**src/rtl/varint_pkg.sv**
```systemverilog
// varint_pkg: shared types and helpers for the varint stream scheduler
package varint_pkg;
  localparam int MAX_VARINT_BYTES = 10;
  typedef enum logic {IDLE, EMIT} sched_state_e;
  function automatic int varint_len(input logic [63:0] value);
    int n;
    n = 1;
    while (value >= 64'd128) begin
      value = value >> 7;
      n++;
    end
    return n;
  endfunction
endpackage

```
**src/rtl/rr_arbiter.sv**
```systemverilog
// rr_arbiter: combinational round-robin pick starting at ptr, wrapping upward
module rr_arbiter #(
  parameter int N = 4,
  localparam int W = $clog2(N)
) (
  input  logic [N-1:0] req,
  input  logic [W-1:0] ptr,
  output logic [N-1:0] grant,
  output logic [W-1:0] idx
);
  always_comb begin
    grant = '0;
    idx = '0;
    for (int k = N - 1; k >= 0; k--) begin
      if (req[(int'(ptr) + k) % N]) begin
        grant = '0;
        grant[(int'(ptr) + k) % N] = 1'b1;
        idx = W'((int'(ptr) + k) % N);
      end
    end
  end
endmodule

```
**src/rtl/varint_stream_sched.sv**
```systemverilog
// varint_stream_sched: round-robin shared protobuf varint serializer, one byte per handshake
module varint_stream_sched
  import varint_pkg::*;
#(
  parameter int NUM_REQ = 4,
  parameter int DATA_WIDTH = 64,
  localparam int SRC_W = $clog2(NUM_REQ),
  localparam int MAX_BYTES = ((DATA_WIDTH - 1) / 7) + 1
) (
  input  logic                          clk,
  input  logic                          rst,
  input  logic [NUM_REQ-1:0]            req_valid,
  input  logic [NUM_REQ*DATA_WIDTH-1:0] req_data,
  output logic [NUM_REQ-1:0]            req_ready,
  output logic                          out_valid,
  input  logic                          out_ready,
  output logic [7:0]                    out_byte,
  output logic                          out_first,
  output logic                          out_last,
  output logic [SRC_W-1:0]              out_src,
  output logic                          busy
);
  localparam int CNT_W = $clog2(MAX_BYTES);
  sched_state_e state;
  logic [DATA_WIDTH-1:0] shreg;
  logic [CNT_W-1:0] cnt;
  logic [SRC_W-1:0] ptr, win_idx;
  logic [NUM_REQ-1:0] grant;
  logic [NUM_REQ-1:0][DATA_WIDTH-1:0] req_arr;
  logic cont;
  rr_arbiter #(.N(NUM_REQ)) u_arb (
    .req(req_valid),
    .ptr(ptr),
    .grant(grant),
    .idx(win_idx)
  );
  assign req_arr = req_data;
  assign cont = |shreg[DATA_WIDTH-1:7];
  assign busy = state == EMIT;
  assign out_valid = busy;
  assign req_ready = busy ? '0 : grant;
  assign out_byte = {cont, shreg[6:0]};
  assign out_first = busy && cnt == '0;
  assign out_last = busy && !cont;
  always_ff @(posedge clk or posedge rst) begin
    if (rst) begin
      state <= IDLE;
      shreg <= '0;
      cnt <= '0;
      ptr <= '0;
      out_src <= '0;
    end else if (state == IDLE) begin
      if (|req_valid) begin
        shreg <= req_arr[win_idx];
        out_src <= win_idx;
        cnt <= '0;
        ptr <= (win_idx == SRC_W'(NUM_REQ - 1)) ? '0 : SRC_W'(win_idx + 1'b1);
        state <= EMIT;
      end
    end else if (out_ready) begin
      if (cont) begin
        shreg <= shreg >> 7;
        cnt <= cnt + 1'b1;
      end else begin
        state <= IDLE;
      end
    end
  end
endmodule
```
**config.mk**
```make
export PLATFORM = sky130hd
export DESIGN_NAME = varint_stream_sched
export DESIGN_NICKNAME = d
export VERILOG_FILES = /design/src/rtl/varint_pkg.sv /design/src/rtl/rr_arbiter.sv /design/src/rtl/varint_stream_sched.sv
export SDC_FILE = /design/constraint.sdc
export NUM_CORES = 1
export LEC_CHECK = 0
export CORE_MARGIN = 1
export CORE_UTILIZATION = 42
export CTS_BUF_LIST = sky130_fd_sc_hd__clkbuf_8
export DETAILED_ROUTE_END_ITERATION = 6
export PLACE_DENSITY = 0.9
export SLEW_MARGIN = 0
export SYNTH_ARGS = -nofsm -noshare
export SYNTH_HDL_FRONTEND = slang
export SYNTH_HIERARCHICAL = 1
export SYNTH_SLANG_ARGS = --single-unit
```
**constraint.sdc**
```tcl
create_clock -name clk -period 4.95 [get_ports clk]
set_input_delay 0.99 -clock clk [delete_from_list [all_inputs] [get_ports clk]]
set_output_delay 0.99 -clock clk [all_outputs]
set_load 0.02 [all_outputs]
```
* Word level (Yosys, flattened, before mapping)
Cells that the tools add are included.
** Storage, ports and cells
- Bits in registers :: 73
- Latch bits :: 0
- Memory bits (writable) :: 0
- Bits in read-only memories :: 0
- Input port bits :: 263
- Output and inout bits :: 18
- Logic and storage cells :: 85
- Memories :: 0
** Operators by class
- $add $sub $neg :: 5
- Multiply operators :: 0
- Divide/modulo/power cells :: 0
- Magnitude comparators :: 9
- Equal/unequal tests :: 3
- Shifts and indexed selects :: 0
- Multiplexer cells :: 43
- Bitwise logic cells :: 4
- Reduce and logical (&&, ||, !) cells :: 16
** Operator list (number)
- $mux 64 :: 5
- $bmux 64 s2 :: 1
- $reduce_or 57->1 :: 1
- $mux 4 :: 9
- $mux 1 :: 15
- $lt 3x4->1 const B :: 3
- $mux 2 :: 5
- $ge 3x1->1 const B :: 3
- $bmux 1 s2 :: 4
- $demux 1 s2 :: 4
- $logic_and 1x1->1 :: 6
- $lt 2x3->1 const B :: 2
- $reduce_or 2->1 :: 3
- $add 2x1->2 const B :: 2
- $add 2x2->2 const B :: 2
- $add 4x1->4 const B :: 1
- $logic_not 4->1 :: 1
- $reduce_or 4->1 :: 1
- $and 1x1->1 const A :: 3
- $reduce_and 3->1 :: 1
- $eq 2x2->1 const B :: 1
- $ge 2x1->1 const B :: 1
- $ne 2x1->1 const B :: 1
- $ne 2x2->1 const B :: 1
- other kinds (4) :: 4

* Logic depth before layout (Yosys ltp)
- Depth in word-level cells :: 14
- Depth in mapped cells :: 14

* Modules after synthesis
The synthesis kept the hierarchy.
** By module, submodules not included
- varint_stream_sched :: instances 1, cells each 391, area each 5046.1 um2, seq. area each 1826.8 um2
- rr_arbiter :: instances 1, cells each 66, area each 491.7 um2, seq. area each 0.0 um2

* Least setup slack after synthesis
No wires, ideal clock.
- Path type :: register -> register
- From :: register ptr[0]
- To :: register shreg[18]
- Setup time :: 0.123 ns
- Arrival :: 3.673 ns
- Data required time :: 4.827 ns
- Slack :: 1.154 ns
- Cell stages (with the launch flop) :: 15
- Period minus slack after synthesis :: 3.796 ns
- Cell sequence :: dfrtp_1 > buf_6 > buf_2 > inv_1 > ha_1 > clkbuf_1 > mux4_2 > nor2b_4 > o21ai_0 > o21ai_0 > buf_2 > buf_2 > mux4_2 > or3_1 > o221a_2
** On the way
- Cells in the longest elaborated chain, start to end :: 12
** Ends and longest elaborated chain
- from (decl) :: RTL line varint_stream_sched.sv:27 : logic [SRC_W-1:0] ptr, win_idx;
- from (signal assigned) :: RTL line varint_stream_sched.sv:57 : ptr <= (win_idx == SRC_W'(NUM_REQ - 1)) ? '0 : SRC_W'(win_idx + 1'b1);
- $add 2x2->2 :: RTL line rr_arbiter.sv:15, rr_arbiter.sv:18
- $bmux 1 s2 :: RTL line rr_arbiter.sv:15 : if (req[(int'(ptr) + k) % N]) begin
- $mux 1 (implied by the code) (2 in a row) :: RTL line rr_arbiter.sv:15
- $mux 2 (3 in a row) :: RTL line rr_arbiter.sv:15
- $mux 2 (*) :: RTL line rr_arbiter.sv:15
- named net win_idx[0] :: RTL line varint_stream_sched.sv:27
- $bmux 64 s2 (*) :: RTL line varint_stream_sched.sv:54 : shreg <= req_arr[win_idx];
- $mux 64 (implied by the code) (*) :: RTL line varint_stream_sched.sv:54
- $mux 64 (*) :: RTL line varint_stream_sched.sv:53 : if (|req_valid) begin
- $mux 64 (*) :: RTL line varint_stream_sched.sv:52 : end else if (state == IDLE) begin
- to (signal assigned) :: RTL line varint_stream_sched.sv:54
- to (signal assigned) :: RTL line varint_stream_sched.sv:62 : shreg <= shreg >> 7;
- to (decl) :: RTL line varint_stream_sched.sv:25 : logic [DATA_WIDTH-1:0] shreg;
The timed path passes the listed nets; every way through them passes the cells marked *. The select of a mux whose other input is x is not followed.
A chain may end at the register's enable or synchronous reset.

* Worst setup path after layout
- From :: input req_valid[0]
- To :: output req_ready[3]
** On the way
- Cells in the longest elaborated chain, start to end :: 8
** Ends and longest elaborated chain
- from (decl) :: RTL line varint_stream_sched.sv:12 : input logic [NUM_REQ-1:0] req_valid,
- $bmux 1 s2 :: RTL line rr_arbiter.sv:15
- $mux 1 (implied by the code) (2 in a row) :: RTL line rr_arbiter.sv:15
- $mux 4 (3 in a row) :: RTL line rr_arbiter.sv:15
- $mux 4 (*) :: RTL line rr_arbiter.sv:15
- named net grant[3] :: RTL line varint_stream_sched.sv:28 : logic [NUM_REQ-1:0] grant;
- $mux 4 (*) :: RTL line varint_stream_sched.sv:41 : assign req_ready = busy ? '0 : grant;
- to (decl) :: RTL line varint_stream_sched.sv:14 : output logic [NUM_REQ-1:0] req_ready,
Marks and branches as above.

==> results_dict.tcl <==
set metrics [dict create \
    grt_first_pass_wirelength_mm 27.8 \
    die_x_um 117 \
    comb_power_share_pct 41.2 \
    antenna_cells 0 \
    routed_wl_mm 18.6 \
    tightestPinTransition_ns 1.03 \
    die_height_um 117 \
    grt_pass1_vias 5346 \
    crit_arrival_ns 3.53 \
    p_per_area_mw_per_mm2 244 \
    pwr-share-clk_pct 23.1 \
    placedCellCount 865 \
    synth_cells 457 \
    cts_sinks 73 \
    synth_most_common_cell "dfrtp_1" \
    row_count 41 \
    syn_area_mm2 0.00554 \
    finalSetupTns_ns 0 \
    async_flop_share_pct 100 \
    grt_overflow_total 0 \
    yosys-top-cells-area "dfrtp_1 (33%), mux4_2 (27%), o221a_2 (7.7%)" \
    relSlewSlack_pct 31.2 \
    yosysTopAreaCell "dfrtp_1" \
    ys_ff_latch 73 \
    switchingPower_mw 0.625 \
    status "finished, final reports clean" \
    maxSlewViolCount 0 \
    final_cell_count_no_fill 880 \
    clkTransAtPathRegs_ns 0.08 \
    synth_top_cell_area_share_pct 33.0 \
    min_path_cells 2 \
    cts_made_buffers 9 \
    synthTopCellsByCount "dfrtp_1 (73), mux4_2 (67), or3_1 (57), o221a_2 (38), nand2_1 (28)" \
    maxCapViolations 0 \
    yosys_warnings 6 \
    area_growth_pct 55.3 \
    start_util_pct 43.5 \
    core-area_mm2 0.0127 \
    finalSetupViolations 0 \
    synth_flop_cell "dfrtp_1" \
    ioPinCount 281 \
    yosysSeqAreaShare_pct 33.0 \
    endpoint_kind "output pin" \
    htree_levels 3 \
    critPathLaunchType "primary input" \
    dr.pass1.iters 5 \
    p_seq_share_pct 35.7 \
    clk_latency_ns 0.35 \
    critPathRequiredTime_ns 3.96 \
    cp_max_fo 10 \
    reg2reg_depth 10 \
    clock_path_buffers 2 \
    grt_usage_pct 27.4 \
    routed_via_density 6.01 \
    synth_cell_types 45 \
    grt_start_max_net_pins 74 \
    synth_nets 731 \
    numPortBuffers 280 \
    intPower_mw 1.48 \
    globalplace.congestion 0.815 \
    period_needed_ns 4.52 \
    postCtsSetupBuffers 0 \
    timing.final.crit_share_pct 91.3 \
    drive_gt1_share_pct 20.3 \
    hold_class "reg -> reg" \
    leakage_nw 3.06 \
    cts_tree "yes" \
    die-area_mm2 0.0136 \
    vias 5287 \
    switching_share_pct 29.7 \
    cts_resized 0 \
    layout.nets 978 \
    skew_ns 0.0114 \
    place_hpwl_mm 14.7 \
    fmax_mhz 221 \
    synth_edf_count 0 \
    hold_violations 0 \
    drt_iter0_markers 389 \
    detail-route-antenna-nets 0 \
    antenna_found_initial 0 \
    avgSynthCellArea_um2 12.1 \
    worst-setup-path-type "in -> out" \
    drc 0 \
    rsz0062_at_grt "no" \
    root_buffer "clkbuf_8" \
    wl_per_cell_um 21.1 \
    peakVddDrop_mv 0.130 \
    hold_buffers 0 \
]
[placed cells by master (no fill, tap or decap), drive strengths merged]
cell type and instances:
o21ai 12, nand2b 1, bufinv 1, or3 57
o211ai 1, nand4 3, a21oi 6, a31o 1
nand2 28, nor3 1, clkinv 3, a31oi 1
mux2 3, nor4 15, inv 12, or2 1
a311oi 1, or4 1, o221a 57, o31ai 2
nand3 11, clkdlybuf4s50 280, a211oi 1, nor4b 1
mux2i 2, mux4 67, o221ai 1, nor3b 2
a221o 1, o22ai 1, clkbuf 11, and2b 1
buf 9, ha 11, a221oi 4, dfrtp 73
nor2b 6, nor2 19
[path summary, 6_finish.rpt]
path                         startpoint      endpoint  slack [ns]
setup / recovery           req_valid[0]  req_ready[3]        0.43
hold / removal               out_src[1]    out_src[1]        0.51
setup reg to reg                 ptr[1]     shreg[15]        1.30
hold reg to reg              out_src[1]    out_src[1]        0.51
max in group asynchronous           rst     shreg[31]        2.86
min in group asynchronous           rst     shreg[13]        1.16
[critical path: stages]
cell and delay, ns:
clkdlybuf4s50_1 0.60, mux4_2 0.61, nor2b_4 0.18, a221oi_1 0.30, a21oi_1 0.13, nor2b_1 0.14, clkdlybuf4s50_1 0.58
[through the flow]
stage	util, %	setup WS, ns	hold WS, ns	area, um^2	total power, mW
after CTS	67.6	0.479	0.502	8600	2.11
final	67.6	0.431	0.510	8600	2.10
after detailed placement	66.0	0.479	0.481	8390	1.63
after floorplan	-	1.15	0.476	5540	1.27
after global routing	67.6	0.269	0.544	8600	2.21
after global placement	66.0	0.581	0.466	8390	1.61
[kinds of logic after synthesis]
logic type / count (synthesis) / synth area share, %
AO/OA/AOI/OAI: 89 / 15.3
adder cells (fa/ha/maj): 11 / 2.49
buffers and inverters: 65 / 6.01
flip-flops: 73 / 33.0
multiplexers: 72 / 28.2
AND/OR/NAND/NOR: 147 / 15.0
[state kept, by name, summed over array words and instances (netlist names)]
| register | count |
|---|---|
| ptr | 2 |
| shreg | 64 |
| out_src | 2 |
| busy | 1 |
| cnt | 4 |
[per-layer routing]
layer / GRT usage [%] / vias to the layer above / wire length [um]
li1: - / 2369 / -
met1: 32.1 / 2617 / 7060
met2: 50.3 / 264 / 9790
met3: 4.48 / 37 / 1290
met4: 10.6 / 0 / 478
met5: 0 / - / 0
[power groups by stage]
stage | combinational, mW | sequential, mW | clock (mW)
after detailed placement | 0.871 | 0.759 | 0
after global routing | 0.928 | 0.758 | 0.520
after floorplan | 0.542 | 0.730 | 0
final | 0.867 | 0.751 | 0.485
after CTS | 0.874 | 0.748 | 0.492
after global placement | 0.850 | 0.755 | 0
[final cells by class]
class,instances,area [um^2]
clock buffers,11,151
fillers,948,4120
clock inverters,4,52.6
inverters,12,45.0
well taps,172,215
flip-flops and latches,73,1830
repair buffers,289,2900
multi-input cells,319,3410
(Power assumes the default switching activity.)
